===== config.mk =====
export PLATFORM = sky130hd
export DESIGN_NAME = lotr_io_in_capture
export DESIGN_NICKNAME = d
export VERILOG_FILES = /design/src/rtl/lotr_io_pkg.sv /design/src/rtl/lotr_io_fifo.sv /design/src/rtl/lotr_io_in_capture.sv
export SDC_FILE = /design/constraint.sdc
export NUM_CORES = 1
export LEC_CHECK = 0
export BUFFER_PORTS_ARGS = -buffer_cell sky130_fd_sc_hd__buf_2
export CAP_MARGIN = 20
export CORE_MARGIN = 10
export CORE_UTILIZATION = 57
export CTS_CLUSTER_DIAMETER = 80
export DETAILED_ROUTE_END_ITERATION = 6
export PLACE_DENSITY_LB_ADDON = 0.12
export REMOVE_ABC_BUFFERS = 1
export SYNTH_ARGS = -nofsm -noshare
export SYNTH_HDL_FRONTEND = slang
export SYNTH_HIERARCHICAL = 1
export SYNTH_SLANG_ARGS = --single-unit

===== constraint.sdc =====
create_clock -name QClk -period 6.9 [get_ports QClk]
set_clock_uncertainty 0.1 [all_clocks]
set_input_delay 2.07 -clock QClk [delete_from_list [all_inputs] [get_ports QClk]]
set_output_delay 2.07 -clock QClk [all_outputs]
set_load 0.005 [all_outputs]

===== src/rtl/lotr_io_pkg.sv =====
// Shared definitions for the lotr board-input capture block:
// register map, input bit map and the queued event record.
package lotr_io_pkg;

  // Register addresses on the read/write port
  localparam logic [1:0] IO_LEVEL  = 2'd0;
  localparam logic [1:0] IO_EVENT  = 2'd1;
  localparam logic [1:0] IO_STATUS = 2'd2;
  localparam logic [1:0] IO_MASK   = 2'd3;

  // Position of each board input group inside the input vector
  localparam int unsigned SW_LSB  = 0;
  localparam int unsigned BTN_LSB = 10;
  localparam int unsigned ARD_LSB = 12;

  // One queued edge event
  typedef struct packed {
    logic [15:0] ts;
    logic        valid;
    logic        edge_rise;
    logic [4:0]  idx;
  } io_event_t;

  localparam int unsigned EVENT_W = $bits(io_event_t);

  // Place an event record into its 32-bit read-port layout
  function automatic logic [31:0] event_word(input io_event_t ev);
    return {ev.ts, ev.valid, 6'b0, ev.edge_rise, 3'b0, ev.idx};
  endfunction

endpackage


===== src/rtl/lotr_io_fifo.sv =====
// Small synchronous FIFO for edge events. Pop on empty is ignored;
// push while full is accepted only when a pop happens in the same cycle.
module lotr_io_fifo #(
  parameter int unsigned W     = 23,
  parameter int unsigned DEPTH = 8
) (
  input  logic                           i_clk,
  input  logic                           i_rst,
  input  logic                           i_push,
  input  logic                           i_pop,
  input  logic [W-1:0]                   i_wdata,
  output logic [W-1:0]                   o_rdata_c,
  output logic                           o_full_c,
  output logic                           o_empty_c,
  output logic [$clog2(DEPTH+1)-1:0]     o_count
);

  localparam int unsigned AW = (DEPTH > 1) ? $clog2(DEPTH) : 1;
  localparam int unsigned CW = $clog2(DEPTH + 1);

  logic [W-1:0]  r_mem [DEPTH];
  logic [AW-1:0] r_wr_ptr;
  logic [AW-1:0] r_rd_ptr;
  logic [CW-1:0] r_count;
  logic          w_do_push;
  logic          w_do_pop;

  assign o_full_c  = (r_count == CW'(DEPTH));
  assign o_empty_c = (r_count == '0);
  assign o_count   = r_count;
  assign o_rdata_c = r_mem[r_rd_ptr];

  assign w_do_pop  = i_pop & ~o_empty_c;
  assign w_do_push = i_push & (~o_full_c | w_do_pop);

  // Storage write; contents need no reset since count gates visibility
  always_ff @(posedge i_clk) begin
    if (w_do_push) r_mem[r_wr_ptr] <= i_wdata;
  end

  // Pointer and occupancy bookkeeping
  always_ff @(posedge i_clk) begin
    if (i_rst) begin
      r_wr_ptr <= '0;
      r_rd_ptr <= '0;
      r_count  <= '0;
    end else begin
      if (w_do_push) r_wr_ptr <= r_wr_ptr + AW'(1);
      if (w_do_pop)  r_rd_ptr <= r_rd_ptr + AW'(1);
      r_count <= r_count + CW'(w_do_push) - CW'(w_do_pop);
    end
  end

endmodule


===== src/rtl/lotr_io_in_capture.sv =====
// Board input capture for lotr: synchronizes and debounces raw board
// inputs, queues debounced edges as events and exposes levels, events,
// status and the edge mask on a 1-cycle-latency register port.
// Optional build macro LOTR_IO_TIMESTAMP_EN adds a 16-bit tick counter
// whose value is stamped into each event at push time.
module lotr_io_in_capture
  import lotr_io_pkg::*;
#(
  parameter int unsigned     IN_W       = 28,
  parameter int unsigned     TICK_DIV   = 5000,
  parameter int unsigned     DEB_TICKS  = 3,
  parameter int unsigned     FIFO_DEPTH = 8,
  parameter logic [IN_W-1:0] RST_VAL    = IN_W'(28'h0000C00)
) (
  input  logic            QClk,
  input  logic            RstQnnnH,
  input  logic [IN_W-1:0] AsyncIn,
  input  logic            RdEn,
  input  logic [1:0]      RdAddr,
  output logic [31:0]     RdData,
  output logic            RdValid,
  input  logic            WrEn,
  input  logic [1:0]      WrAddr,
  input  logic [31:0]     WrData,
  output logic            IrqPending
);

  localparam int unsigned PW    = (TICK_DIV > 1) ? $clog2(TICK_DIV) : 1;
  localparam int unsigned CNT_W = 2;
  localparam int unsigned FCW   = $clog2(FIFO_DEPTH + 1);

  logic [IN_W-1:0]  r_sync1;
  logic [IN_W-1:0]  r_sync2;
  logic [IN_W-1:0]  r_stable;
  logic [CNT_W-1:0] r_cnt [IN_W];
  logic [PW-1:0]    r_presc;
  logic [IN_W-1:0]  r_pend;
  logic [IN_W-1:0]  r_pend_type;
  logic             r_ovf;
  logic [IN_W-1:0]  r_mask;
  logic [31:0]      r_rd_data;
  logic             r_rd_valid;
  logic             r_irq;

  logic             w_tick;
  logic [IN_W-1:0]  w_stable_nxt;
  logic [CNT_W-1:0] w_cnt_nxt [IN_W];
  logic [IN_W-1:0]  w_edge;
  logic [IN_W-1:0]  w_set;
  logic [IN_W-1:0]  w_sel_oh;
  logic [IN_W-1:0]  w_clr;
  logic [4:0]       w_sel_idx;
  logic             w_sel_vld;
  logic             w_push;
  logic             w_pop;
  logic             w_full;
  logic             w_empty;
  logic [FCW-1:0]   w_count;
  logic [15:0]      w_ts;
  io_event_t        w_push_ev;
  io_event_t        w_head;
  logic [31:0]      w_rd_c;
  logic             w_unused_wrdata;

  assign w_unused_wrdata = &{1'b0, WrData[31:IN_W]};

`ifdef LOTR_IO_TIMESTAMP_EN
  logic [15:0] r_ts;

  // Free-running timestamp advanced once per debounce tick
  always_ff @(posedge QClk) begin
    if (RstQnnnH) r_ts <= '0;
    else if (w_tick) r_ts <= r_ts + 16'd1;
  end

  assign w_ts = r_ts;
`else
  assign w_ts = '0;
`endif

  // Two-flop synchronizer for every raw input bit
  always_ff @(posedge QClk) begin
    if (RstQnnnH) begin
      r_sync1 <= RST_VAL;
      r_sync2 <= RST_VAL;
    end else begin
      r_sync1 <= AsyncIn;
      r_sync2 <= r_sync1;
    end
  end

  assign w_tick = (r_presc == PW'(TICK_DIV - 1));

  // Debounce sample-tick prescaler
  always_ff @(posedge QClk) begin
    if (RstQnnnH)    r_presc <= '0;
    else if (w_tick) r_presc <= '0;
    else             r_presc <= r_presc + PW'(1);
  end

  // Per-bit debounce: accept a new level after DEB_TICKS disagreeing ticks
  always_comb begin
    w_stable_nxt = r_stable;
    w_cnt_nxt    = r_cnt;
    w_edge       = '0;
    if (w_tick) begin
      for (int i = 0; i < int'(IN_W); i++) begin
        if (r_sync2[i] != r_stable[i]) begin
          if (r_cnt[i] == CNT_W'(DEB_TICKS - 1)) begin
            w_stable_nxt[i] = r_sync2[i];
            w_cnt_nxt[i]    = '0;
            w_edge[i]       = 1'b1;
          end else begin
            w_cnt_nxt[i] = r_cnt[i] + CNT_W'(1);
          end
        end else begin
          w_cnt_nxt[i] = '0;
        end
      end
    end
  end

  // Lowest-index pending bit wins the single push slot
  always_comb begin
    w_sel_vld = 1'b0;
    w_sel_idx = '0;
    w_sel_oh  = '0;
    for (int i = int'(IN_W) - 1; i >= 0; i--) begin
      if (r_pend[i]) begin
        w_sel_vld = 1'b1;
        w_sel_idx = 5'(i);
        w_sel_oh  = '0;
        w_sel_oh[i] = 1'b1;
      end
    end
  end

  assign w_pop  = RdEn & (RdAddr == IO_EVENT) & ~w_empty;
  assign w_push = w_sel_vld & (~w_full | w_pop);
  assign w_clr  = w_push ? w_sel_oh : '0;
  assign w_set  = w_edge & r_mask;

  assign w_push_ev.ts        = w_ts;
  assign w_push_ev.valid     = 1'b1;
  assign w_push_ev.edge_rise = |(r_pend_type & w_sel_oh);
  assign w_push_ev.idx       = w_sel_idx;

  lotr_io_fifo #(
    .W     (EVENT_W),
    .DEPTH (FIFO_DEPTH)
  ) u_fifo (
    .i_clk     (QClk),
    .i_rst     (RstQnnnH),
    .i_push    (w_push),
    .i_pop     (w_pop),
    .i_wdata   (w_push_ev),
    .o_rdata_c (w_head),
    .o_full_c  (w_full),
    .o_empty_c (w_empty),
    .o_count   (w_count)
  );

  // Debounce state, pending edges, overflow and edge mask
  always_ff @(posedge QClk) begin
    if (RstQnnnH) begin
      r_stable    <= RST_VAL;
      for (int i = 0; i < int'(IN_W); i++) r_cnt[i] <= '0;
      r_pend      <= '0;
      r_pend_type <= '0;
      r_ovf       <= 1'b0;
      r_mask      <= '1;
    end else begin
      r_stable    <= w_stable_nxt;
      r_cnt       <= w_cnt_nxt;
      r_pend      <= (r_pend & ~w_clr) | w_set;
      r_pend_type <= (r_pend_type & ~w_set) | (w_stable_nxt & w_set);
      if (|(w_set & r_pend))                     r_ovf <= 1'b1;
      else if (RdEn && (RdAddr == IO_STATUS))    r_ovf <= 1'b0;
      if (WrEn && (WrAddr == IO_MASK))           r_mask <= WrData[IN_W-1:0];
    end
  end

  // Read-port mux from pre-update register values
  always_comb begin
    w_rd_c = '0;
    unique case (RdAddr)
      IO_LEVEL:  w_rd_c = 32'(r_stable);
      IO_EVENT:  w_rd_c = w_empty ? 32'h0 : event_word(w_head);
      IO_STATUS: w_rd_c = {r_ovf, 23'b0, w_full, 3'b0, 4'(w_count)};
      IO_MASK:   w_rd_c = 32'(r_mask);
      default:   w_rd_c = '0;
    endcase
  end

  // Registered read data, read valid and interrupt
  always_ff @(posedge QClk) begin
    if (RstQnnnH) begin
      r_rd_data  <= '0;
      r_rd_valid <= 1'b0;
      r_irq      <= 1'b0;
    end else begin
      r_rd_data  <= RdEn ? w_rd_c : 32'h0;
      r_rd_valid <= RdEn;
      r_irq      <= ~w_empty | r_ovf;
    end
  end

  assign RdData     = r_rd_data;
  assign RdValid    = r_rd_valid;
  assign IrqPending = r_irq;

endmodule

# After elaboration in Yosys (flattened, before gate mapping)
# Memories as Yosys holds them, arrays and structs flattened. A register that Yosys moved wholly into a read port is not among the register bits.
# Cells that the tools add are included.
# W data, S select, Z words.
[word_totals] n_memories=1 ram_bits=48 out_inout_bits=34 ff_bits=282 elab_cells=431 input_bits=68
[mem_list] name="u_fifo.r_mem" words=8 width=6 read_ports=1 rd_clocked_by_memory_dff=1 write_ports=1 line="lotr_io_fifo.sv:21" source="logic [W-1:0] r_mem [DEPTH];"
[op_classes] mux=263 add_sub_neg=33 eq_ne=62 n_bitwise=21 reduce_logical=9
[ops] operator="$mux W28" n=31
[ops] operator="$and A28 B28 Y28" n=6
[ops] operator="$mux W1" n=144
[ops] operator="$mux W5" n=28
[ops] operator="$pmux W32 S4" n=1
[ops] operator="$mux W2" n=56
[ops] operator="$eq A2 B2 Y1 const B" n=31
[ops] operator="$add A2 B1 Y2 const B" n=28
[ops] operator="$not A28 Y28" n=2
[ops] operator="$or A28 B28 Y28" n=2
[ops] operator="$reduce_or A28 Y1" n=2
[ops] operator="$mux W32" n=1
[ops] operator="$ne A1 B1 Y1" n=28
[ops] operator="$add A13 B1 Y13 const B" n=1
[ops] operator="$eq A13 B13 Y1 const B" n=1
[ops] operator="$add A3 B1 Y3 const B" n=2
[ops] operator="$mux W3" n=2
[ops] operator="$and A1 B1 Y1" n=5
[ops] operator="$add A4 B1 Y4" n=1
[ops] operator="$eq A4 B4 Y1 const B" n=1
[ops] operator="$logic_not A4 Y1" n=1
[ops] operator="$reduce_or A2 Y1" n=2
[ops] operator="$sub A4 B1 Y4" n=1
[ops] operator="$not A1 Y1" n=3
[ops] operator="other kinds (5)" n=8

# Logic depth before layout (Yosys ltp)
[logic_depth] word_depth=33 depth_mapped=17 mapped_depth_nobuf=14

# Cells and area by module
# The synthesis kept the hierarchy.
[by_module_without_submodules] mod="lotr_io_in_capture" area_per_inst_um2=11367.2 seq_area_each_um2=5445.2 instances=1 cells_per_inst=1329
[by_module_without_submodules] mod="lotr_io_fifo" area_per_inst_um2=7694.9 seq_area_each_um2=5785.5 instances=1 cells_per_inst=358

# Worst setup path before layout
# No wires, ideal clock.
[synth_timing] path_kind="input-to-reg" start="input port RdAddr[0]" end="memory u_fifo/r_mem[0][0] (netlist bit), enable pin" setup_ps=461 cell_stages=9 t_required_ps=6339 n_path_buf=3 setup_slack_ps=451 arrival_time_ps=5888 path_cell_list="buf_2 > nor3b_1 > a21boi_0 > o21bai_2 > buf_2 > inv_1 > clkbuf_1 > nand2_1 > nor4_1"
[synth_between] elab_chain_cells=8 elab_cells_between_ends=10 cone_classes="1 x eq/ne; 2 x mux; 7 x bitwise"
[synth_rtl] element="start: declaration" line="lotr_io_in_capture.sv:19" source="input logic [1:0] RdAddr,"
[synth_rtl] element="$eq A2 B1 Y1" line="lotr_io_in_capture.sv:138" source="assign w_pop = RdEn & (RdAddr == IO_EVENT) & ~w_empty;"
[synth_rtl] element="$and A1 B1 Y1 (2 in a row)" line="lotr_io_in_capture.sv:138"
[synth_rtl] element="$or A1 B1 Y1" line="lotr_io_in_capture.sv:139" source="assign w_push = w_sel_vld & (~w_full | w_pop);"
[synth_rtl] element="$and A1 B1 Y1" line="lotr_io_in_capture.sv:139"
[synth_rtl] element="named net w_push" line="lotr_io_in_capture.sv:54" source="logic w_push;"
[synth_rtl] element="$and A1 B1 Y1" line="lotr_io_fifo.sv:34" source="assign w_do_push = i_push & (~o_full_c | w_do_pop);"
[synth_rtl] element="$mux W1" line="lotr_io_fifo.sv:38" source="if (w_do_push) r_mem[r_wr_ptr] <= i_wdata;"
[synth_rtl] element="$mux W1 (not written as such)" line="lotr_io_fifo.sv:38"
[synth_rtl] element="end: declaration" line="lotr_io_fifo.sv:21"
# The timed path passes the listed nets, and every way through them passes these cells.

# Worst setup path in the final report
[layout_timing] start="input port RdAddr[1]" end="memory u_fifo/r_mem[6][12] (netlist bit), enable pin"
# The elaborated chain is that of the path after synthesis.

==> summary.md <==
| Metric | Value |
|---|---|
| WHS Path Cells | 1 |
| Crit path cell chain | buf_2 -> nor3b_1 -> a21boi_0 -> o21bai_2 -> buf_4 -> inv_1 -> nand3_1 -> nor3_2 -> buf_12 |
| Most numerous cell in the Yosys netlist | dfxtp_1 |
| Max incr delay on CP | 0.57 ns |
| Worst hold margin | roughly 0.33 ns |
| CTS Sinks | around 470 |
| Die H | about 200 µm |
| Ports | 102 |
| Post-placement cell area | 0.0205 mm² |
| Post-synth top cells | dfxtp_1 (285), edfxtp_1 (184), nand2_1 (171), nor2_1 (171), a21oi_1 (122) |
| Worst hold path class | flip-flop to flip-flop |
| Worst setup startpoint | RdAddr[1] |
| Tmin final | approximately 4.7 ns |
| CTS max path bufs | 3 |
| # setup viols final | 0 |
| Required @ worst endpoint | between 7 and 8 ns |
| Status | finished, final reports clean |
| Total core area | between 0.03 and 0.04 mm² |
| Startpoint Class | primary input |
| Post-synth EDFFs | approximately 180 |
| Ys flop type | dfxtp_1 |
| Fin crit share | 68.6% |
| TritonCTS clock tree | yes |
| Reg-to-reg slack, setup | roughly 2.5 ns |
| Pleak | between 0.008 and 0.009 µW |
| First-pass GRT wire length | between 70 and 80 mm |
| CP Capture Type | flip-flop |
| Total Routing Usage GR | between 20 and 25% |
| Fmax | 211 MHz |
| Hold buffer count at cts | 0 |
| Asr flop ratio synth | 0% |
| RSZ-0062 raised after global routing | no |
| Die Footprint | 0.0412 mm² |
| ANT nets after route | 0 |
| Hold Vio Cnt, Final | 0 |
| Post-Syn Area | 0.0191 mm² |
| Finished Core Util | between 60% and 70% |
| Worst Tran Pin Value | approximately 1.1 ns |
| Initial DRC Count | roughly 1,100 |
| Worst rel slew slack | a little under a quarter |
| CTS root buf | clkbuf_16 |
| Top-area cell type share of the netlist area | between 20% and 30% |
| Critical Path Fanout Max | 18 |
| Final GP Congestion | approximately 0.84 |
| Die Width | 203 µm |
| Reg-to-Reg Start | u_fifo/o_count[2]$_SDFF_PP0_ |
| Vias in the first global route | around 13,000 |
| Clock Latency Late Sink | 0.57 ns |
| CTS buffer count | 48 |
| Share of layout cells above drive strength 1 | around 15% |
| Synth cell types | between 60 and 70 |
| Reg area | 0.0112 mm² |
| R2R Path End | u_fifo/o_count[2]$_SDFF_PP0_ |
| Port Buffers | 97 |
| Diodes inserted | 0 |
| Setup bufs post-CTS | 0 |
| Crit path kind | primary input to flip-flop |
| Worst vdd ir | roughly 0.00023 V |
| Gates resized, CTS repair | 0 |
| WL per Instance | 19.3 µm |
| Yosys top cell by area | dfxtp_1 |
| P per Cell Area | 257 mW/mm² |
| Drt pass-1 iters | 6 |
| Fin. max-slew vios | 0 |
| Setup TNS | 0 ns |
| Final Cell Area | 0.0220 mm² |
| Hold path start | r_sync1[10]$_SDFF_PP1_ |
| Largest cells by area after synthesis | dfxtp_1 (30%), edfxtp_1 (29%), mux4_2 (5.4%), nand2_1 (3.4%), nor2_1 (3.4%) |
| DRC Markers | 0 |
| Synth-to-layout area growth | 15.6% |
| Initial Util | between 50 and 60% |
| Synthesized flop and latch total | 469 |
| R2R depth | 14 |
| Critical path arrival | a little under 5 ns |
| Max H-tree Level | 2 |
| Max Cap Violations | 0 |
| Grt total ovfl | 0 |
| WL final | between 40 and 50 mm |
| HPWL Detailed | ~29 mm |
| Post-Syn Instances | ~1,700 |
| Fillers | 2,553 |
| Synth Area per Inst | about 11 µm² |
| Clk slew on worst S/H paths | roughly 0.06 ns |
| NumNets Final | 1,973 |
| Largest net degree at the start of global routing | 88 |
| DR vias | 13,455 |
| Sequential area share after synthesis | between 50% and 60% |
| FP Rows | 66 |
| Multi-input combinational cell area | 0.00787 mm² |
| Post-DR vias/cell | 5.67 |
| Slowest cell on crit path | nor3_2 |
| Number of antenna violations at the first check in global routing | 0 |
| Hold endpoint | r_sync2[10]$_SDFF_PP1_ |
| Syn. warnings | 6 |
cell usage in the layout, fill, tap and decap left out, drive strengths merged, types with 10 or more instances in the layout:
cell type	n
edfxtp	184
mux2i	44
clkbuf	69
xnor2	14
xor2	26
a22o	15
o31ai	10
mux2	25
nand4b	16
nand4	27
nor2	171
conb	136
and3	13
a22oi	28
nor2b	79
inv	24
nor4b	15
nand3	44
a21oi	122
o21ai	27
nor4	26
nor3	21
a211oi	12
dfxtp	285
or4	10
nand2	171
mux4	46
buf	124
nand3b	41
worst max path at each step:
stage / slack, ns / endpoint
after detailed placement: 1.62 / u_fifo/r_mem[6][15]$_DFFE_PP_
after CTS: 2.22 / u_fifo/r_mem[6][12]$_DFFE_PP_
final: 2.17 / u_fifo/r_mem[6][12]$_DFFE_PP_
after global routing: 2.01 / u_fifo/r_mem[6][12]$_DFFE_PP_
after global placement: 1.66 / u_fifo/r_mem[6][13]$_DFFE_PP_
after floorplan: 0.84 / u_fifo/r_mem[0][0]$_DFFE_PP_
metal layers:
layer	up-vias	share of wire [%]	track usage, %	wire [µm]
met5	-	0	0	0
met4	0	2.3	6.85	1050
met3	66	5.8	3.25	2660
met2	387	49	37.4	22300
met1	6584	43	28.4	19800
li1	6418	-	-	-
where the power goes:
group          switching [µW]  leakage, µW  internal (µW)
clock network            1050     0.000771           1540
registers                23.3      0.00398           2900
logic                    90.7      0.00361           54.0
flip-flops by register name, indices dropped and copies added, names as in the netlist, 3 cells and up, named ones only:
name	count
RdData	32
r_cnt	56
r_mask	28
r_pend	28
r_presc	13
r_stable	28
r_sync1	28
r_sync2	28
u_fifo/o_count	4
u_fifo/r_mem	184
u_fifo/r_rd_ptr	3
u_fifo/r_wr_ptr	3
through the flow:
stage,total power [µW],cells,worst slack (ns)
finish,5660,2373,2.17
global route,5830,2373,2.01
CTS,5700,2373,2.22
detailed placement,3120,2288,1.62
global placement,3120,2288,1.66
floorplan,3040,1721,0.839
worst max-delay path, delay by kind of cell:
family	cells	cell delay [ns]
buf+inv	4	0.96
simple gates	3	1.20
compound gates	2	0.64
logic make-up (layout without fill, tap and decap cells):
group / count (synthesis) / after routing / synth area share, %
buffers and inverters: 121 / 231 / 2.72
adder cells (fa/ha/maj): 9 / 9 / 0.630
other: 2 / 136 / 0.0394
AND/OR/NAND/NOR: 676 / 676 / 18.3
XOR/XNOR: 40 / 40 / 1.84
flip-flops: 469 / 469 / 58.9
multiplexers: 115 / 115 / 9.22
AO/OA/AOI/OAI: 255 / 255 / 8.33
area by class of cell:
cell class | count | area share (%)
inverter | 21 | 0.358
timing repair buffer | 125 | 3.31
multi-input combinational | 1231 | 35.7
clock buffer | 68 | 6.25
sequential | 469 | 51.0
tap | 442 | 2.51
clock inverter | 17 | 0.902
Note: power is estimated with default switching activity, not from simulation.
